`src/rtl/mem_arb_pkg.sv`:
```
// Shared definitions for the memory access arbiter: FSM state encoding,
// requester identifiers and the data-versus-fetch priority rule.
package mem_arb_pkg;

    typedef enum logic [1:0] {
        IDLE  = 2'b00,
        SETUP = 2'b01,
        WAIT  = 2'b10,
        DONE  = 2'b11
    } arb_state_t;

    localparam logic REQ_FETCH = 1'b0;
    localparam logic REQ_DATA  = 1'b1;

    // Data normally wins; fetch wins only once the data run has used up its allowance.
    function automatic logic pick_winner(input logic if_req, input logic d_req,
                                         input logic fetch_due);
        return (d_req && !(fetch_due && if_req)) ? REQ_DATA : REQ_FETCH;
    endfunction

endpackage

```
`src/rtl/mem_arb_prio.sv`:
```
// Priority pick between fetch and data requesters, with the run counter that
// bounds how many data grants may pass a waiting fetch.
module mem_arb_prio
    import mem_arb_pkg::*;
#(
    parameter int MAX_DATA_RUN = 2
) (
    input  logic clk,
    input  logic clr,
    input  logic if_req,
    input  logic d_req,
    input  logic grant_take,
    output logic grant_valid,
    output logic grant_id
);

    localparam int RUN_W = (MAX_DATA_RUN < 1) ? 1 : $clog2(MAX_DATA_RUN + 1);

    logic [RUN_W-1:0] run_cnt;
    logic             fetch_due;

    assign fetch_due   = (run_cnt == RUN_W'(MAX_DATA_RUN));
    assign grant_valid = if_req | d_req;
    assign grant_id    = pick_winner(if_req, d_req, fetch_due);

    // Only data grants that actually bypass a pending fetch count against the run.
    always_ff @(posedge clk or negedge clr) begin
        if (!clr) begin
            run_cnt <= '0;
        end else if (grant_take && grant_valid) begin
            if (grant_id == REQ_FETCH)
                run_cnt <= '0;
            else if (if_req)
                run_cnt <= run_cnt + RUN_W'(1);
        end
    end

endmodule

```
`src/rtl/mem_access_arbiter.sv`:
```
// Arbitrates the shared RAM port between fetch and load/store and runs the
// MOV/MOC handshake. Optional WAIT timeout with sticky err: MEM_TIMEOUT_EN.
module mem_access_arbiter
    import mem_arb_pkg::*;
#(
    parameter int ADDR_W       = 32,
    parameter int DATA_W       = 32,
    parameter int MAX_DATA_RUN = 2
`ifdef MEM_TIMEOUT_EN
    , parameter int TIMEOUT    = 15
`endif
) (
    input  logic              clk,
    input  logic              clr,
    input  logic              if_req,
    input  logic [ADDR_W-1:0] if_addr,
    output logic              if_done,
    output logic [DATA_W-1:0] if_rdata,
    input  logic              d_req,
    input  logic              d_we,
    input  logic [ADDR_W-1:0] d_addr,
    input  logic [DATA_W-1:0] d_wdata,
    output logic              d_done,
    output logic [DATA_W-1:0] d_rdata,
    output logic [ADDR_W-1:0] mem_addr,
    output logic [DATA_W-1:0] mem_wdata,
    input  logic [DATA_W-1:0] mem_rdata,
    output logic              R_W,
    output logic              MOV,
    input  logic              MOC,
    output logic              busy,
    output logic              err
);

    arb_state_t state;
    logic       winner;
    logic       grant_valid;
    logic       grant_id;

`ifdef MEM_TIMEOUT_EN
    localparam int TO_W = $clog2(TIMEOUT + 1);
    logic [TO_W-1:0] wait_cnt;
`else
    assign err = 1'b0;
`endif

    mem_arb_prio #(
        .MAX_DATA_RUN(MAX_DATA_RUN)
    ) u_prio (
        .clk        (clk),
        .clr        (clr),
        .if_req     (if_req),
        .d_req      (d_req),
        .grant_take (state == IDLE),
        .grant_valid(grant_valid),
        .grant_id   (grant_id)
    );

    assign busy = (state != IDLE);

    // Requests are latched at grant so requesters may change inputs freely afterwards.
    always_ff @(posedge clk or negedge clr) begin
        if (!clr) begin
            state     <= IDLE;
            winner    <= REQ_FETCH;
            MOV       <= 1'b0;
            R_W       <= 1'b1;
            mem_addr  <= '0;
            mem_wdata <= '0;
            if_done   <= 1'b0;
            d_done    <= 1'b0;
            if_rdata  <= '0;
            d_rdata   <= '0;
`ifdef MEM_TIMEOUT_EN
            wait_cnt  <= '0;
            err       <= 1'b0;
`endif
        end else begin
            case (state)
                IDLE: begin
                    if (grant_valid) begin
                        winner <= grant_id;
                        state  <= SETUP;
                        if (grant_id == REQ_DATA) begin
                            mem_addr  <= d_addr;
                            mem_wdata <= d_wdata;
                            R_W       <= ~d_we;
                        end else begin
                            mem_addr <= if_addr;
                            R_W      <= 1'b1;
                        end
                    end
                end
                SETUP: begin
                    MOV   <= 1'b1;
                    state <= WAIT;
`ifdef MEM_TIMEOUT_EN
                    wait_cnt <= '0;
`endif
                end
                WAIT: begin
                    if (MOC) begin
                        MOV     <= 1'b0;
                        state   <= DONE;
                        if_done <= (winner == REQ_FETCH);
                        d_done  <= (winner == REQ_DATA);
                        if (R_W && winner == REQ_FETCH)
                            if_rdata <= mem_rdata;
                        if (R_W && winner == REQ_DATA)
                            d_rdata <= mem_rdata;
                    end
`ifdef MEM_TIMEOUT_EN
                    else if (wait_cnt == TO_W'(TIMEOUT - 1)) begin
                        MOV     <= 1'b0;
                        state   <= DONE;
                        if_done <= (winner == REQ_FETCH);
                        d_done  <= (winner == REQ_DATA);
                        err     <= 1'b1;
                    end else begin
                        wait_cnt <= wait_cnt + TO_W'(1);
                    end
`endif
                end
                DONE: begin
                    if_done <= 1'b0;
                    d_done  <= 1'b0;
                    state   <= IDLE;
                end
            endcase
        end
    end

endmodule

```
`config.mk`:
```
export PLATFORM = sky130hd
export DESIGN_NAME = mem_access_arbiter
export DESIGN_NICKNAME = d
export VERILOG_FILES = /design/src/rtl/mem_arb_pkg.sv /design/src/rtl/mem_arb_prio.sv /design/src/rtl/mem_access_arbiter.sv
export SDC_FILE = /design/constraint.sdc
export NUM_CORES = 1
export LEC_CHECK = 0
export CORE_MARGIN = 1.5
export CORE_UTILIZATION = 44
export DETAILED_ROUTE_END_ITERATION = 10
export GPL_TIMING_DRIVEN = 0
export PLACE_DENSITY = 0.95
export SETUP_SLACK_MARGIN = 0.15
export SLEW_MARGIN = 20
export SYNTH_ARGS = -nofsm -noshare
export SYNTH_HDL_FRONTEND = slang
export SYNTH_SLANG_ARGS = --single-unit
```
`constraint.sdc`:
```
create_clock -name clk -period 3.15 [get_ports clk]
set_input_delay 0.315 -clock clk [delete_from_list [all_inputs] [get_ports clk]]
set_output_delay 0.315 -clock clk [all_outputs]
set_load 0.05 [all_outputs]
```
==> results of run 1 <==
## synthesized netlist by cell type (all sizes together)
cell type	number	area, um^2
nor2	35	131
conb	1	3.75
a21bo	1	10.0
o22ai	3	18.8
nand4b	1	8.76
inv	9	33.8
o22a	1	8.76
mux2	97	1090
a31oi	33	206
dfstp	1	26.3
o32a	1	10.0
a21boi	1	18.8
a22o	2	17.5
o21a	1	7.51
nand2b	1	6.26
nand2	68	258
dfrtp	136	3400
ha	5	62.6
o21ai	3	15.0
buf	20	121
nand4	2	12.5
clkbuf	5	18.8
## worst min path at each step
stage	end	slack (ns)	cells past startpoint
after detailed placement	d_rdata[8]	0.26	1
after CTS	d_rdata[8]	0.42	2
after global routing	R_W	0.43	2
final	d_rdata[18]	0.41	2
after global placement	mem_wdata[19]	0.47	1
after floorplan	MOV	0.02	0
## stage by stage
stage	setup TNS (ns)	power [W]	hold WS [ns]	instance area (um^2)	util, %
6_report	0	0.0119	0.414	9040	74.7
5_1_grt	0	0.0124	0.434	9040	74.7
4_1_cts	0	0.0120	0.420	9040	74.7
3_5_place_dp	0	0.00985	0.263	8400	69.3
3_3_place_gp	-444.86	0.00962	0.473	8360	69.1
2_1_floorplan	0	0.00741	0.0194	5490	-
## cell families (layout without fill, tap and decap cells)
family          after synthesis  in the layout  share of synthesized area, %
buf+inv                      34            334                          3.17
fa+ha+maj                     5              5                          1.14
mux                          97             97                          19.9
flops                       137            137                          62.5
compound gates               46             46                          5.70
other cells                   1              1                        0.0683
simple gates                107            107                          7.59
## flip-flops by register name, indices dropped and copies added, names as in the netlist
signal / flops
MOV: 1
d_rdata: 32
winner: 1
R_W: 1
if_done: 1
state: 2
d_done: 1
mem_wdata: 32
if_rdata: 32
mem_addr: 32
u_prio.run_cnt: 2
## metal layers
metal  routed length (um)  vias to the layer above  global-route usage (%)
li1                     -                     2059                       -
met1                 5860                     2151                    27.0
met2                 7970                      226                    43.8
met3                 1350                       31                    8.79
met4                  312                        0                    8.97
met5                    0                        -                       0
## power breakdown
part	switching, W	internal (W)
Sequential	0.000509	0.00266
Clock	0.000737	0.00139
Combinational	0.00428	0.00236
## area by class of cell
cell class,count,share of cell area [%]
Buffer,25,1.55
Multi-Input combinational cell,256,20.9
Tap cell,168,2.32
Timing Repair Buffer,268,29.9
Clock buffer,21,5.20
Sequential cell,137,37.9
Clock inverter,11,1.85
Inverter,9,0.373
==> impl_metrics.ini, run 1 <==
[critical_path]
critPathCaptureType = output port
crit_chain = inv_1 -> ha_1 -> buf_2 -> inv_2 -> clkdlybuf4s50_1
worst_r2r_path_depth = 6
crit_start = state[0]
path_max_fanout = 7
cp.depth = 5
cpPeakStageDelay_ns = 0.80
crit_buf_inv = 4
critical_path.top_delay_family = buffers and inverters
crit_end = busy
worstPathArrival_ns = 2.11
ff2ff_setup_slack_ns = 1.23
crit_type = reg2out
start_kind = register
crit_required_ns = 2.83
crit_path_top_delay_cell = clkdlybuf4s50_1
regToRegEndpoint = d_rdata[21]
r2r-start = state[0]

[timing]
relSlewSlack_pct = 63.1
rsz0062_at_grt = no
slew_viol_final = 0
hold_viol_final = 0
worst_pin_slew_ns = 0.551
setup_violations = 0
setup_slack_ns = 0.724
post-route-period-util_pct = 77.0
period_needed_ns = 2.43
max_freq_ghz = 0.412
skew_ns = 0.00755

[power]
power_density_mw_per_mm2 = 1320
vdd_drop_max_mv = 0.878
leakage_nw = 3.87

[logic_synthesis]
synth_seq_cells = 137
netlist_instances = 427
synthesis.area_mm2 = 0.00549
seq_area_frac_synth_pct = 62.5
ys_types = 27
synth_warnings = 0
syn_area_per_cell_um2 = 12.9
syn_nets = 566

[finish]
register_area_mm2 = 0.00343
final_cells = 895
nets = 853
syn_to_final_growth_pct = 64.7
multi_input_area_mm2 = 0.00189
fillers = 795
final_common_cell = clkdlybuf4s50_1
drive_gt1_share_pct = 16.5
antenna_cells = 0
layout_common_cells = clkdlybuf4s50_1, dfrtp_1, nand2_1

[placed_design]
gp_congestion = 0.843
hpwl_um = 11700
io_buffers = 266
place_ws_ns = 1.07
place_inst = 862

[cts]
clock_latency_ns = 0.41
htreeDepth = 4
clkTransAtPathRegs_ns = 0.06
cts.sink_count = 137
cts_made_buffers = 17
cts-resized-gates = 0
cts_tree = built
cts_root_buffer = clkbuf_16
ctsLongestPathBuffers = 2
postCtsHoldBufs = 1
post_cts.repair.setup_buffers = 0

[die]
num_rows = 40
die_area_mm2 = 0.0132
core_mm2 = 0.0121
initial_utilization_pct = 45.3
ios = 268
die_y_um = 115
die-width_um = 115

[flow_run]
maxCapViolCount = 0

[routing]
via_per_inst = 4.99
initialDrtViolationCount = 217
route.detailed.drc = 0
wl_per_cell_um = 17.3
vias = 4467
first_pass_iters = 4
routed_wl_um = 15500
ant_nets = 0

[grt]
gr-total-overflow = 0
grt_first_pass_wirelength_um = 24500
grt_use_total_pct = 24.5
grt_pass1_vias = 4763
grt_max_degree = 85
antenna_found_initial = 0

[run_status]
outcome = finished, final reports clean

[hold_path]
min_path_type = in2async
No activity file was read; power rests on OpenSTA's default activity.
==> run 2: changes to the inputs <==
Settings changed: CORE_UTILIZATION 44 to 41, PLACE_DENSITY 0.95 to 0.92.
Clock period 3.15 ns to 2.4 ns, I/O delays scaled along.
==> run 2 against run 1 <==
Effect of this change:
- die area rose by 7.1%
- clock-buffer cell count fell by 2
- critical path type unchanged
- global-route usage fell by 2.3 points
- total power rose by 30%
- utilization fell by 6.0 points
- sequential share of layout area rose by 0.12 points
- cell count rose by 0.78%
- clock power rose by 24%
- via count fell by 1.6%
- sequential power rose by 31%
==> impl_metrics.ini, run 2 (synthesized netlist as in run 1, its figures left out) <==
[critical_path]
crit_type = reg2out
worst_r2r_path_depth = 6
worstPathArrival_ns = 1.84
path_max_fanout = 7
ff2ff_setup_slack_ns = 0.43
crit_chain = inv_1 -> ha_1 -> buf_2 -> inv_2 -> dlygate4sd2_1
cpPeakStageDelay_ns = 0.54
regToRegEndpoint = d_rdata[0]
start_kind = register
crit_required_ns = 2.16
crit_end = busy
crit_path_top_delay_cell = dlygate4sd2_1
critPathCaptureType = output port
crit_start = state[0]
r2r-start = state[0]

[finish]
syn_to_final_growth_pct = 64.2
final_cells = 902
layout_common_cells = clkdlybuf4s50_1, dfrtp_1, nand2_1
fin_util_pct = 68.6
stdcell_area_mm2 = 0.00902
final_common_cell = clkdlybuf4s50_1
drive_gt1_share_pct = 16.5
antenna_cells = 0
nets = 853
fillers = 934

[grt]
met3_usage_pct = 7.82
grt_max_degree = 75
gr-total-overflow = 0
top_usage_layer = met2
met2_usage_pct = 40.5
grt_first_pass_wirelength_um = 24400
met1_usage_pct = 23.4
grt_use_total_pct = 22.2
antenna_found_initial = 0
grt_pass1_vias = 4834

[cts]
htreeDepth = 4
ctsLongestPathBuffers = 2
post_cts.repair.setup_buffers = 0
cts.sink_count = 137
cts_tree = built
cts_root_buffer = clkbuf_16
clkTransAtPathRegs_ns = 0.06
clock_latency_ns = 0.40
cts_made_buffers = 17

[timing]
worst_pin_slew_ns = 0.566
slew_viol_final = 0
skew_ns = 0.00733
post-route-period-util_pct = 86.8
period_needed_ns = 2.08
hold_viol_final = 0
max_freq_ghz = 0.480
setup_violations = 0
relSlewSlack_pct = 62.1
rsz0062_at_grt = no

[routing]
wl_per_cell_um = 16.7
ant_nets = 0
route.detailed.drc = 0
first_pass_iters = 4
via_per_inst = 4.87
vias = 4395
routed_wl_um = 15100
initialDrtViolationCount = 140

[flow_run]
maxCapViolCount = 0

[hold_path]
min_path_type = in2async

[power]
power_density_mw_per_mm2 = 1720
total_power_w = 0.0155
vdd_drop_max_mv = 0.989
leakage_nw = 3.85

[die]
ios = 268
core_mm2 = 0.0131
num_rows = 42
die-width_um = 119
die_y_um = 119
die_area_mm2 = 0.0141
initial_utilization_pct = 41.8

[placed_design]
hpwl_um = 11500
postPlaceCellArea_mm2 = 0.00841
gp_congestion = 0.896
place_inst = 870
io_buffers = 266

[run_status]
outcome = finished, final reports clean
## run 2: per-stage QoR
step	setup WS (ns)	hold WS [ns]	TNS [ns]
after global placement	-3.97	0.475	-540.90
after floorplan	0.727	-0.0556	0
after global routing	0.223	0.389	0
final	0.317	0.368	0
after CTS	0.299	0.385	0
after detailed placement	0.350	0.214	0
## run 2: how the worst min path moves through the flow
stage | end | slack [ns] | cells after the start
floorplan | MOV | -0.06 | 0
global placement | mem_wdata[16] | 0.47 | 1
detailed placement | mem_wdata[13] | 0.21 | 1
CTS | mem_wdata[13] | 0.38 | 2
global route | mem_addr[5] | 0.39 | 3
finish | mem_wdata[13] | 0.37 | 2
## run 2: power breakdown
group	switching, W	internal (W)	total (W)
combinational	0.00560	0.00309	0.00869
clock	0.000956	0.00168	0.00264
sequential	0.000663	0.00349	0.00415
## run 2: worst max-delay path: cells and delay by family (launching register included)
| kind | cells | cell delay [ns] |
|---|---|---|
| fa+ha+maj | 1 | 0.19 |
| flops | 1 | 0.40 |
| buf+inv | 4 | 0.86 |
## run 2: cell type report
cell class	instances	area, um^2	area share [%]
plain buffers	25	140	1.55
clock inverters	12	149	1.65
flip-flops and latches	137	3430	38.0
clock buffers	19	453	5.02
multi-input cells	256	1890	20.9
well taps	176	220	2.44
repair buffers	268	2700	30.0
inverters	9	33.8	0.375
## run 2: routing by layer
layer / wire [um] / share of wire (%)
met1: 5610 / 37
met2: 7900 / 52
met3: 1160 / 7.7
met4: 395 / 2.6
met5: 0 / 0
## run 2: timing repair
action / 4_1_cts / 5_1_grt
hold endpoints to repair: 62 / 0
resized for setup: 1 / 0
endpoints found under the setup margin: 1 / 0
hold buffers: 1 / 0
